<file path="src/rtl/muldiv_ctrl.sv">
// muldiv_ctrl: sequences one multiply or divide at a time for the EX stage.
// Multiplies wait MUL_LAT cycles on an external multiplier; divides hold
// div_start until the external divider raises div_ready. flush abandons the
// in-flight op (and pulses div_annul for a divide).
// Optional feature macro: DIVZERO_FAST_EN. When defined, a divide by zero
// skips the divider and returns {hi, lo} = {op_a, 32'hFFFFFFFF} one cycle
// after acceptance.
// Handshake: EX holds op_valid and the operands steady while stallreq is
// high; an op is taken in the IDLE cycle where op_valid=1 and flush=0, and
// its result appears as a single res_valid pulse in the DONE cycle, where
// stallreq is low and op_valid is ignored.
module muldiv_ctrl #(
  parameter int MUL_LAT = 2
) (
  input  logic        clk,
  input  logic        resetn,
  input  logic        op_valid,
  input  logic [1:0]  op_type,
  input  logic [31:0] op_a,
  input  logic [31:0] op_b,
  input  logic        flush,
  output logic        stallreq,
  output logic        res_valid,
  output logic [31:0] res_hi,
  output logic [31:0] res_lo,
  output logic        mul_signed,
  output logic [31:0] mul_ina,
  output logic [31:0] mul_inb,
  input  logic [63:0] mul_result,
  output logic        div_start,
  output logic        div_annul,
  output logic        div_signed,
  output logic [31:0] div_opa,
  output logic [31:0] div_opb,
  input  logic        div_ready,
  input  logic [63:0] div_result,
  output logic [1:0]  fsm_state
);

  typedef enum logic [1:0] {
    S_IDLE = 2'd0,
    S_MUL  = 2'd1,
    S_DIV  = 2'd2,
    S_DONE = 2'd3
  } state_t;

  localparam logic [3:0] MUL_LAST = 4'(MUL_LAT - 1);

  state_t      state_q, state_d;
  logic [3:0]  cnt_q;
  logic [31:0] opa_q, opb_q;
  logic        sgn_q;
  logic [31:0] hi_q, lo_q;
  logic        accept, cap_mul, cap_div, fast_zero;

  // Signedness is kept as its own register (not the raw op_type bit) so
  // that it reads 0 out of reset.
  assign mul_ina    = opa_q;
  assign mul_inb    = opb_q;
  assign div_opa    = opa_q;
  assign div_opb    = opb_q;
  assign mul_signed = sgn_q;
  assign div_signed = sgn_q;
  assign res_hi     = hi_q;
  assign res_lo     = lo_q;
  assign fsm_state  = state_q;

  // State register; reset abandons any op without a result pulse.
  always_ff @(posedge clk or negedge resetn) begin
    if (!resetn) state_q <= S_IDLE;
    else         state_q <= state_d;
  end

  // Next-state and handshake outputs; flush has priority over completion.
  always_comb begin
    state_d   = state_q;
    stallreq  = 1'b0;
    res_valid = 1'b0;
    div_start = 1'b0;
    div_annul = 1'b0;
    accept    = 1'b0;
    cap_mul   = 1'b0;
    cap_div   = 1'b0;
    fast_zero = 1'b0;
    case (state_q)
      S_IDLE: begin
        if (op_valid && !flush) begin
          stallreq = 1'b1;
          accept   = 1'b1;
          if (op_type[1]) state_d = S_DIV;
          else            state_d = S_MUL;
`ifdef DIVZERO_FAST_EN
          if (op_type[1] && (op_b == 32'd0)) begin
            state_d   = S_DONE;
            fast_zero = 1'b1;
          end
`endif
        end
      end
      S_MUL: begin
        stallreq = 1'b1;
        if (flush) begin
          state_d = S_IDLE;
        end else if (cnt_q == MUL_LAST) begin
          cap_mul = 1'b1;
          state_d = S_DONE;
        end
      end
      S_DIV: begin
        stallreq = 1'b1;
        if (flush) begin
          div_annul = 1'b1;
          state_d   = S_IDLE;
        end else begin
          div_start = 1'b1;
          if (div_ready) begin
            cap_div = 1'b1;
            state_d = S_DONE;
          end
        end
      end
      S_DONE: begin
        res_valid = 1'b1;
        state_d   = S_IDLE;
      end
      default: state_d = S_IDLE;
    endcase
  end

  // Operand capture on acceptance and multiplier cycle counter.
  always_ff @(posedge clk or negedge resetn) begin
    if (!resetn) begin
      opa_q <= 32'd0;
      opb_q <= 32'd0;
      sgn_q <= 1'b0;
      cnt_q <= 4'd0;
    end else if (accept) begin
      opa_q <= op_a;
      opb_q <= op_b;
      sgn_q <= ~op_type[0];
      cnt_q <= 4'd0;
    end else if (state_q == S_MUL) begin
      cnt_q <= cnt_q + 4'd1;
    end
  end

  // Result registers hold their value until the next completed op.
  always_ff @(posedge clk or negedge resetn) begin
    if (!resetn) begin
      hi_q <= 32'd0;
      lo_q <= 32'd0;
    end else if (fast_zero) begin
      hi_q <= op_a;
      lo_q <= 32'hFFFF_FFFF;
    end else if (cap_mul) begin
      hi_q <= mul_result[63:32];
      lo_q <= mul_result[31:0];
    end else if (cap_div) begin
      hi_q <= div_result[63:32];
      lo_q <= div_result[31:0];
    end
  end

endmodule

</file>
<file path="config.mk">
export PLATFORM = sky130hd
export DESIGN_NAME = muldiv_ctrl
export DESIGN_NICKNAME = d
export VERILOG_FILES = /design/src/rtl/muldiv_ctrl.sv
export SDC_FILE = /design/constraint.sdc
export NUM_CORES = 1
export LEC_CHECK = 0
export CAP_MARGIN = 0
export CORE_AREA = 2 2 155 157
export DETAILED_ROUTE_END_ITERATION = 8
export DIE_AREA = 0 0 157 159
export GPL_TIMING_DRIVEN = 0
export PLACE_DENSITY = 0.67
export RECOVER_POWER = 100
export SETUP_SLACK_MARGIN = 0.4
export SLEW_MARGIN = 10
export SYNTH_ARGS = -nofsm -noshare
export SYNTH_HDL_FRONTEND = slang
export SYNTH_SLANG_ARGS = --single-unit
</file>
<file path="constraint.sdc">
create_clock -name clk -period 1.86 [get_ports clk]
set_clock_uncertainty 0.1 [all_clocks]
set_input_delay 0.372 -clock clk [delete_from_list [all_inputs] [get_ports clk]]
set_output_delay 0.372 -clock clk [all_outputs]
set_load 0.02 [all_outputs]
</file>
Word-level counts from Yosys, hierarchy flattened
Index checks and enable logic that the tools add are counted.
- add/subtract/negate cells: 1
- multiply operators: 0
- divide/modulo/power cells: 0
- $lt $le $gt $ge: 0
- equal/unequal tests: 7
- shift operators: 0
- muxes and demuxes: 27
- bitwise gates (word level): 1
- reductions and logical operators: 7
- operator list (operator ; count):
    32-bit two-way mux ; 4
    1-bit two-way mux ; 13
    2-bit two-way mux ; 6
    4-bit two-way mux ; 2
    2-bit one-hot mux with 4 select lines ; 1
    3-bit inequality test (second input constant) ; 2
    4-bit by 1-bit adder with 4-bit output (second input constant) ; 1
    2-bit == test (second input constant) ; 2
    4-bit by 1-bit == test with 1-bit output (second input constant) ; 1
    2-bit nonzero test ; 2
    3-bit AND reduction ; 1
    2-bit by 1-bit == test with 1-bit output (second input constant) ; 1
    2-bit zero test ; 1
    2-bit inequality test (second input constant) ; 1
    1-bit one-hot mux with 2 select lines ; 1
    2-bit OR reduction ; 1
    1-bit logical AND ; 1
    1-bit zero test ; 1
    1-bit NOT ; 1
- bits in registers: 135
- bits in latches: 0
- bits in writable memories: 0
- ROM bits: 0
- input port bits: 199
- output and inout port bits: 200
- memories kept: 0

Depth between registers and ports, before layout
Gate-level depths: netlist of run 1.
- depth in word-level cells: 5
- gate-level depth with buffers: 8
- gate-level depth less buffers: 5

Worst setup path before layout of run 1
Ideal clock, no wire load.
- kind: reg2out
- from: reg state_q[0] (netlist: fsm_state[0])
- to: out stallreq
- arrival: 1.625 ns
- slack: -0.237 ns
- stages on the path, launching flop included: 8
- path buffers: 2
- cells stage by stage: dfrtp_1 > inv_1 > ha_1 > and3b_1 > clkbuf_1 > buf_2 > nor2_1 > nor2_1
- longest elaborated chain between the ends: 3
- elaborated cells on any way between the ends: 5
- those cells by class: eq/ne: 2; mux: 1; reduce/logical: 2
- ends and longest elaborated chain (item ; line ; text):
    start: declaration ; 49 ; state_t state_q, state_d;
    start signal: assignment ; 71 ; else state_q <= state_d;
    2-bit by 1-bit == test with 1-bit output or 2-bit == test (tied branches) ; 85 ; case (state_q)
    2-bit OR reduction (no source line) ; n/a ;
    1-bit one-hot mux with 2 select lines * ; 85 ;
    end: declaration ; 22 ; output logic stallreq,
Every way passes the cells marked *; elsewhere a longest branch is shown, timed or not.

Worst setup path in the final report of run 1
- from: reg state_q[0] (netlist: fsm_state[0])
- to: reg hi_q[1] (netlist: res_hi[1])
- longest elaborated chain between the ends: 3
- elaborated cells on any way between the ends: 6
- those cells by class: eq/ne: 2; mux: 3; reduce/logical: 1
- ends and longest elaborated chain (item ; line ; text):
    2-bit by 1-bit == test with 1-bit output or 2-bit == test (tied branches) ; 85 ;
    1-bit two-way mux ; 85 ;
    32-bit two-way mux or 2-bit nonzero test (tied branches) ; n/a ;
    end signal: assignment ; 153 ; hi_q <= op_a;
    end signal: assignment ; 156 ; hi_q <= mul_result[63:32];
    end signal: assignment ; 159 ; hi_q <= div_result[63:32];
    end: declaration ; 53 ; logic [31:0] hi_q, lo_q;
Parallel ways exist; a longest one is shown, timed or not.
A chain may end at the register's enable or synchronous reset.

==> flow_metrics.tcl, run 1 <==
set metrics [dict create \
    cts_tree "done" \
    start_util_pct 29.07 \
    grt_pass1_wl_um 37970 \
    rsz0062_at_grt "true" \
    whs_ns 0.3802 \
    synth_top_cell_by_area "dfrtp_1" \
    setup_slack_ns -0.3021 \
    cp.arrival_ns 2.36 \
    synth.top_cells.by_count "nand2_1 (194), dfrtp_1 (135), mux2_2 (69)" \
    ioPinCount 399 \
    synth_xor_xnor_area_share_pct 0.3898 \
    drt_drc_violations_left 0 \
    worstPathMaxFanout 5 \
    root_buffer "clkbuf_16" \
    p_leak_nw 7.164 \
    place_congestion 0.7856 \
    die_h_um 159 \
    synth_ff_type "dfrtp_1" \
    cpPeakStageDelay_ns 0.43 \
    final_nets 1372 \
    p_per_area_nw_per_um2 1772 \
    syn_to_final_growth_pct 112.9 \
    num_vias 6424 \
    cpMaxStageDelayCell "dfrtp_2" \
    min_path_type "input pin to register" \
    slew_headroom_pct 22.78 \
    ir_drop_mv 1.188 \
    synthMuxAreaShare_pct 25.19 \
    synth-async-reset-ratio_pct 100.0 \
    grt_pass1_vias 6425 \
    wl_um 27950 \
    path_buf_inv 6 \
    fillerInstances 1876 \
    fin_cells 1498 \
    drive_gt1_share_pct 52.46 \
    crit_family "buffers and inverters" \
    violations "negative setup slack" \
    worst_pin_slew_ns 1.158 \
    end_kind "register" \
    status "complete, but fails checks" \
    synth_most_common_cell "nand2_1" \
    portBuffers 398 \
    cp.required_ns 2.06 \
    yosys.area_share.simple_pct 12.64 \
    synth.top_cell.area_share_pct 50.11 \
    synth_area_leaders "dfrtp_1 (50%), mux2_4 (13%), mux2_2 (12%)" \
    die_w_um 157 \
    synth_top_family_by_area "multiplexers" \
    dp.final_hpwl_um 17560 \
    cts.sinks 135 \
    rows 56 \
    htreeDepth 4 \
    cts_buffer_depth 2 \
    setup_viol 70 \
    seq_area_frac_synth_pct 50.11 \
    period_share_pct 116.2 \
    drtIter0Drc 236 \
    crit_path_start_kind "register" \
    fp.dieArea_um2 24960 \
    coreArea_um2 23190 \
    synth-edff-count 0 \
    finalMaxSlewViolations 0 \
    synth-adder-area-share_pct 1.299 \
    syn-instance-count 590 \
    syn_area_um2 6741 \
    path_clk_slew_ns 0.07 \
    syn_nets 796 \
    synth_compound_area_share_pct 0.4083 \
    overflow 0 \
    dr.pass1.iters 6 \
    ys_ff_latch 135 \
    path_cells "inv_4 -> buf_6 -> buf_12 -> ha_4 -> nand3b_4 -> buf_16 -> buf_12 -> buf_16 -> mux2_4 -> mux2_2" \
    placedCellCount 1308 \
    hold_viol 0 \
    fmax_ghz 0.4625 \
    fin_total_pwr_w 0.02543 \
    critical_path_class "register to register" \
    yosysWarningCount 0 \
    synth_area_per_cell_um2 11.43 \
    maxCapViolations 0 \
    grt_start_max_net_pins 78 \
    cts_inserted_buffers 17 \
    track_usage_pct 20.22 \
    yosysUniqueCellTypes 29 \
    ant_nets 0 \
    insertion_delay_ns 0.41 \
    viasPerCell 4.288 \
    finalCriticalPeriod_ns 2.162 \
    antenna_found_initial 1 \
    wl_per_cell_um 18.66 \
]
## power by group
part	internal (W)	switching, W	leakage [nW]
sequential	0.00440	0.00112	1.64
combinational	0.00940	0.00686	5.23
clock	0.00226	0.00139	0.294
## final cells by class
class | instances | area, µm² | share of cell area (%)
sequential | 135 | 3388 | 23.61
multi-input combinational | 358 | 3251 | 22.65
timing repair buffer | 557 | 5485 | 38.21
clock buffer | 18 | 429.2 | 2.990
inverter | 4 | 20.02 | 0.1395
buffer | 93 | 1184 | 8.246
antenna | 1 | 2.502 | 0.01743
clock inverter | 13 | 195.2 | 1.360
tap | 319 | 399.1 | 2.781
## worst paths after layout
| check | slack [ns] | startpoint | endpoint | cells past startpoint |
|---|---|---|---|---|
| max | -0.30 | fsm_state[0] | res_hi[1] | 10 |
| min | 0.38 | op_a[12] | div_opa[12] | 3 |
| max reg2reg | -0.30 | fsm_state[0] | res_hi[1] | 10 |
| min reg2reg | 0.42 | div_opa[10] | div_opa[10] | 2 |
| max in group asynchronous | 0.10 | resetn | div_opb[29] | 3 |
| min in group asynchronous | 0.63 | resetn | div_opb[7] | 2 |
## registers in the layout, summed over array words and instances, names as in the netlist
signal	flops
res_lo	32
res_hi	32
div_opb	32
div_signed	1
cnt_q	4
fsm_state	2
div_opa	32
## cell families after synthesis
family | count (synthesis)
and+or+nand+nor | 213
DFF | 135
muxes | 131
buffers and inverters | 97
adders and majority gates | 7
AOI/OAI and AO/OA | 4
xor gates and xnor gates | 3
## worst reg2reg max path: stages (launching register included)
cell and delay [ns]:
dfrtp_2 0.43, inv_4 0.08, buf_6 0.10, buf_12 0.09, ha_4 0.15, nand3b_4 0.13
buf_16 0.17, buf_12 0.12, buf_16 0.13, mux2_4 0.29, mux2_2 0.26
## through the flow
| stage | setup TNS, ns | worst slack (ns) | cell area (µm²) | utilization (%) |
|---|---|---|---|---|
| after floorplan | 0 | 0.02859 | 6948 | - |
| after global placement | -787.54 | -6.120 | 11330 | 48.86 |
| after detailed placement | -36.87 | -0.8546 | 11360 | 49.00 |
| after CTS | -16.28 | -0.3088 | 13000 | 56.06 |
| after global routing | -24.83 | -0.3441 | 14350 | 61.89 |
| final | -16.73 | -0.3021 | 14350 | 61.89 |
## cell usage in the layout (no fill, tap or decap), types with 2 or more instances in the layout
cell type / count
bufinv_16: 4
inv_6: 4
buf_4: 44
buf_12: 14
buf_6: 280
buf_8: 7
mux2_2: 10
nand2_2: 52
clkbuf_8: 5
clkbuf_16: 26
clkinv_4: 2
dfrtp_2: 8
clkbuf_1: 85
ha_4: 5
clkdlybuf4s50_1: 196
inv_4: 2
mux2i_1: 2
nor2_4: 2
clkinvlp_4: 3
nand2_1: 128
nor2_1: 6
nand2_4: 14
buf_16: 6
dfrtp_1: 127
xor2_1: 2
mux2_4: 119
ha_1: 2
## timing repair
item | in CTS | in global routing
hold buffers | 1 | 0
pin swaps | 15 | 29
endpoints found under the hold margin | 76 | 0
resized for setup | 1166 | 303
gates cloned | 7 | 8
endpoints found under the setup margin | 334 | 371
buffers inserted | 74 | 68
## routing by layer
layer	share of wire [%]	vias to the layer above	track usage (%)
li1	-	3029	-
met1	39	3134	23.44
met2	53	237	36.30
met3	7.0	24	5.444
met4	1.5	0	5.713
met5	0	-	0
Power figures use the tool's default switching activity.
==> run 2: changes to the inputs <==
--- a/config.mk
+++ b/config.mk
@@ -6,11 +6,13 @@
 export NUM_CORES = 1
 export LEC_CHECK = 0
 export CAP_MARGIN = 0
-export CORE_AREA = 2 2 155 157
+export CELL_PAD_IN_SITES_DETAIL_PLACEMENT = 0
+export CELL_PAD_IN_SITES_GLOBAL_PLACEMENT = 1
+export CORE_AREA = 2 2 168 170
 export DETAILED_ROUTE_END_ITERATION = 8
-export DIE_AREA = 0 0 157 159
+export DIE_AREA = 0 0 170 172
 export GPL_TIMING_DRIVEN = 0
-export PLACE_DENSITY = 0.67
+export PLACE_DENSITY_LB_ADDON = 0.1
 export RECOVER_POWER = 100
 export SETUP_SLACK_MARGIN = 0.4
 export SLEW_MARGIN = 10
==> run 2 against run 1 <==
  * The flow still finishes with violations (negative setup slack)
  * Largest power group unchanged
  * Critical path type is now register to output port
  * Final cell count down 3.9%
  * Cell area down 9.4%
  * Register-to-register slack better by 0.11 ns
  * Power down 11%
  * Combinational power down 18%
==> flow_metrics.tcl, run 2 (synthesized netlist as in run 1, its figures left out) <==
set metrics [dict create \
    drt_drc_violations_left 0 \
    setup_viol 70 \
    cp.required_ns 1.39 \
    end_kind "output port" \
    drive_gt1_share_pct 42.27 \
    final_common_cell "clkdlybuf4s50_1" \
    num_vias 5952 \
    wl_per_cell_um 18.56 \
    maxCapViolations 0 \
    ioPinCount 399 \
    track_usage_pct 16.37 \
    antenna_found_initial 1 \
    insertion_delay_ns 0.41 \
    r2r_end "res_hi[0]" \
    cts_tree "done" \
    die_h_um 172 \
    grt_start_max_net_pins 76 \
    hold_viol 0 \
    ant_nets 0 \
    min_path_type "input pin to register" \
    cts_inserted_buffers 17 \
    worstRegToRegCells 9 \
    fillerInstances 2644 \
    critical_path_class "register to output port" \
    grt_pass1_vias 6034 \
    final_nets 1289 \
    dp.final_hpwl_um 18100 \
    period_share_pct 116.4 \
    slew_headroom_pct 40.03 \
    dr.pass1.iters 4 \
    rows 61 \
    cts_buffer_depth 2 \
    viasPerCell 4.133 \
    ff2ff_setup_slack_ns -0.19 \
    p_leak_nw 6.477 \
    rsz0062_at_grt "true" \
    whs_ns 0.3774 \
    cp-endpoint "stallreq" \
    start_util_pct 24.54 \
    place_congestion 0.7253 \
    overflow 0 \
    ir_drop_mv 0.8214 \
    finalMaxSlewViolations 0 \
    violations "negative setup slack" \
    drtIter0Drc 252 \
    cp.arrival_ns 1.69 \
    finalCriticalPeriod_ns 2.166 \
    htreeDepth 4 \
    worstPathMaxFanout 3 \
    status "complete, but fails checks" \
    portBuffers 398 \
    grt_pass1_wl_um 35890 \
    multi_input_area_um2 3100 \
    fmax_ghz 0.4618 \
    p_per_area_nw_per_um2 1749 \
    root_buffer "clkbuf_16" \
    syn_to_final_growth_pct 92.93 \
    final_cell_mix "clkdlybuf4s50_1 (196), nand2_1 (186), buf_6 (158)" \
    cts.sinks 135 \
    cp-startpoint "fsm_state[0]" \
    coreArea_um2 27480 \
    seq_area_um2 3388 \
    worst_pin_slew_ns 0.8996 \
    r2r-start "fsm_state[1]" \
    setup_slack_ns -0.3056 \
    wl_um 26720 \
    setup_tns_ns -10.20 \
    path_clk_slew_ns 0.07 \
    die_w_um 170 \
    crit_path_start_kind "register" \
    fp.dieArea_um2 29240 \
]
## run 2: changes by cell type in the layout (fill, tap and decap cells not counted), moves of 11 or more
cell,delta
buf_6,-122
nand2_1,+58
nand2_2,-47
buf_4,+25
clkbuf_1,+13
nand2_4,-11
## run 2: where the power goes
| part | total [W] | internal, W | switching (W) | leakage (nW) |
|---|---|---|---|---|
| combinational | 0.0134 | 0.00745 | 0.00599 | 4.54 |
| clock | 0.00374 | 0.00236 | 0.00137 | 0.301 |
| sequential | 0.00558 | 0.00439 | 0.00118 | 1.64 |
| total | 0.0228 | 0.0142 | 0.00855 | 6.48 |
## run 2: worst min-delay path by stage
stage / startpoint / to / slack, ns / cells past startpoint
floorplan: resetn / cnt_q[0] / -0.02 / 0
global placement: div_opa[21] / div_opa[21] / 0.39 / 2
detailed placement: resetn / div_opb[20] / 0.25 / 1
CTS: op_a[10] / div_opa[10] / 0.36 / 3
global route: op_a[9] / div_opa[9] / 0.37 / 3
finish: op_a[10] / div_opa[10] / 0.38 / 3
## run 2: repair_timing
action	4_1_cts	5_1_grt
hold buffers	1	0
resized for setup	165	816
hold endpoints to repair	60	0
setup buffers	14	45
pin swaps	1	5
gates cloned	1	14
endpoints found under the setup margin	334	405
## run 2: through the flow
stage	total power (W)	cell area [µm²]	cells	setup slack, ns	util [%]
6_report	0.02275	13010	1440	-0.3056	47.34
5_1_grt	0.02403	13010	1440	-0.3864	47.34
4_1_cts	0.02208	12300	1380	-0.3178	44.75
3_5_place_dp	0.01765	11400	1335	-0.8795	41.48
3_3_place_gp	0.01760	11360	1334	-6.455	41.36
2_1_floorplan	0.01206	6948	590	0.02859	-
## run 2: layout make-up
type | count | share of cell area, %
Timing Repair Buffer | 473 | 33.71
Sequential cell | 135 | 26.05
Multi-Input combinational cell | 359 | 23.84
Buffer | 93 | 8.052
Tap cell | 346 | 3.329
Clock buffer | 17 | 3.271
Clock inverter | 12 | 1.578
Inverter | 4 | 0.1539
Antenna cell | 1 | 0.01924
## run 2: per-layer routing
| metal | vias up | share of wire, % | global-route usage [%] |
|---|---|---|---|
| li1 | 2844 | - | - |
| met4 | 0 | 0.79 | 4.274 |
| met5 | - | 0 | 0 |
| met2 | 236 | 49 | 27.99 |
| met1 | 2860 | 42 | 19.61 |
| met3 | 12 | 8.5 | 5.837 |
## run 2: critical path: stages, from the launching register on
cell and delay [ns]:
dfrtp_2 0.40, inv_4 0.06, ha_4 0.16, and3b_1 0.16, clkbuf_8 0.14, buf_12 0.12, nor2_4 0.09, nor2_4 0.05
buf_6 0.12
==> run 3: changes to the inputs <==
--- a/config.mk
+++ b/config.mk
@@ -9,10 +9,11 @@
 export CELL_PAD_IN_SITES_DETAIL_PLACEMENT = 0
 export CELL_PAD_IN_SITES_GLOBAL_PLACEMENT = 1
 export CORE_AREA = 2 2 168 170
+export CTS_CLUSTER_DIAMETER = 100
 export DETAILED_ROUTE_END_ITERATION = 8
 export DIE_AREA = 0 0 170 172
 export GPL_TIMING_DRIVEN = 0
-export PLACE_DENSITY_LB_ADDON = 0.1
+export PLACE_DENSITY = 0.76
 export RECOVER_POWER = 100
 export SETUP_SLACK_MARGIN = 0.4
 export SLEW_MARGIN = 10
==> run 3 against run 2 <==
  * The run still ends with negative setup slack left
  * Wire length rose by 3.6%
  * Combinational power rose by 8%
  * Sequential share of layout area fell by 1.5 points
  * Final cell count rose by 5.1%
==> flow_metrics.tcl, run 3 (synthesized netlist as in run 1, its figures left out) <==
set metrics [dict create \
    status "complete, but fails checks" \
    violations "negative setup slack" \
    cts_buffer_depth 2 \
    drt_drc_violations_left 0 \
    maxCapViolations 0 \
    dp.final_hpwl_um 18000 \
    worst_pin_slew_ns 1.010 \
    worstRegToRegCells 8 \
    dpl-instance-area_um2 11400 \
    crit_cells 8 \
    p_leak_nw 6.668 \
    ff2ff_setup_slack_ns -0.25 \
    wl_per_cell_um 18.28 \
    path_cells "inv_4 -> ha_4 -> and3b_1 -> clkbuf_8 -> buf_12 -> nor2_4 -> nor2_4 -> buf_6" \
    cts_tree "done" \
    fin_total_pwr_w 0.02407 \
    fp.dieArea_um2 29240 \
    cp-endpoint "stallreq" \
    min_path_type "input pin to register" \
    insertion_delay_ns 0.41 \
    drtIter0Drc 211 \
    finalCriticalPeriod_ns 2.129 \
    r2r_end "res_hi[11]" \
    syn_to_final_growth_pct 104.5 \
    cp.arrival_ns 1.66 \
    grt_start_max_net_pins 70 \
    setup_slack_ns -0.2692 \
    final_cell_area_um2 13790 \
    period_share_pct 114.5 \
    cts.sinks 135 \
    rsz0062_at_grt "true" \
    setup_tns_ns -12.70 \
    track_usage_pct 17.57 \
    grt_pass1_wl_um 38230 \
    htreeDepth 4 \
    portBuffers 398 \
    wl_um 27680 \
    place_congestion 0.7407 \
    dr.pass1.iters 6 \
    cp.required_ns 1.39 \
    drive_gt1_share_pct 43.84 \
    worstPathMaxFanout 4 \
    critPathMostFrequentCell "nor2_4" \
    root_buffer "clkbuf_16" \
    ir_drop_mv 1.032 \
    cpPeakStageDelay_ns 0.38 \
    ant_nets 0 \
    ioPinCount 399 \
    antenna_found_initial 0 \
    end_kind "output port" \
    p_per_area_nw_per_um2 1746 \
    path_buf_inv 4 \
    final_nets 1363 \
    die_w_um 170 \
    path_clk_slew_ns 0.07 \
    grt_pass1_vias 6389 \
    finalMaxSlewViolations 0 \
    whs_ns 0.3798 \
    dpl_worst_slack_ns -0.9207 \
    r2r-start "fsm_state[1]" \
    hold_viol 0 \
    fmax_ghz 0.4697 \
    coreArea_um2 27480 \
    final_common_cell "clkdlybuf4s50_1" \
    cp-startpoint "fsm_state[0]" \
    critical_path_class "register to output port" \
    slew_headroom_pct 32.66 \
    die_h_um 172 \
    diodes 0 \
    final_cell_mix "clkdlybuf4s50_1 (196), buf_6 (192), nand2_1 (154)" \
    rows 61 \
    overflow 0 \
    start_util_pct 24.54 \
    crit_family "buffers and inverters" \
    crit_path_start_kind "register" \
    setup_viol 80 \
    viasPerCell 4.182 \
    cts_inserted_buffers 17 \
    num_vias 6331 \
    cpMaxStageDelayCell "dfrtp_2" \
]
[run 3: cell types whose count changed in the layout (fill, tap and decap cells not counted), sizes merged, moves of 2 or more]
| cell | before | now |
|---|---|---|
| clkdlybuf4s25 | 0 | 25 |
| bufbuf | 0 | 3 |
| buf | 253 | 278 |
| clkbuf | 132 | 155 |
| clkinvlp | 2 | 0 |
| bufinv | 5 | 8 |
[run 3: how the worst min path moves through the flow]
stage | start | to | cells after the start
2_1_floorplan | resetn | cnt_q[0] | 0
3_3_place_gp | div_opb[21] | div_opb[21] | 2
3_5_place_dp | resetn | div_opb[25] | 1
4_1_cts | op_a[12] | div_opa[12] | 3
5_1_grt | op_a[13] | div_opa[13] | 3
6_report | op_a[12] | div_opa[12] | 3
[run 3: routing by layer]
layer,share of wire [%],GRT usage [%]
met3,8.0,5.264
met5,0,0
met4,1.8,5.797
met1,40,21.03
met2,50,30.26
[run 3: power by group]
| part | total (W) | switching, W | internal (W) |
|---|---|---|---|
| clock | 0.00414 | 0.00136 | 0.00278 |
| sequential | 0.00539 | 0.00101 | 0.00439 |
| combinational | 0.0145 | 0.00649 | 0.00806 |
[run 3: timing repair]
item,4_1_cts,5_1_grt
hold endpoints to repair,66,0
pin swaps,6,12
resized for setup,1151,223
hold buffers,1,0
endpoints found under the setup margin,334,375
gates cloned,10,5
setup buffers,77,56
[run 3: layout make-up]
type | instances | area [µm²]
sequential | 135 | 3382
inverter | 4 | 20.02
buffer | 93 | 1165
clock buffer | 18 | 429.2
timing repair buffer | 548 | 5135
fill | 2496 | 13690
clock inverter | 12 | 275.3
multi-input combinational | 358 | 2948
tap | 346 | 432.9
[run 3: worst register-to-register path, cell delays in order, from the launching register on]
cell	delay (ns)
dfrtp_2	0.42
buf_4	0.17
ha_4	0.18
nand3b_4	0.13
buf_12	0.19
buf_12	0.14
buf_12	0.12
mux2_4	0.30
mux2_2	0.26
[run 3: through the flow]
stage	utilization [%]	cells
floorplan	-	590
global placement	41.36	1334
detailed placement	41.48	1335
CTS	48.21	1453
global route	50.18	1514
finish	50.18	1514
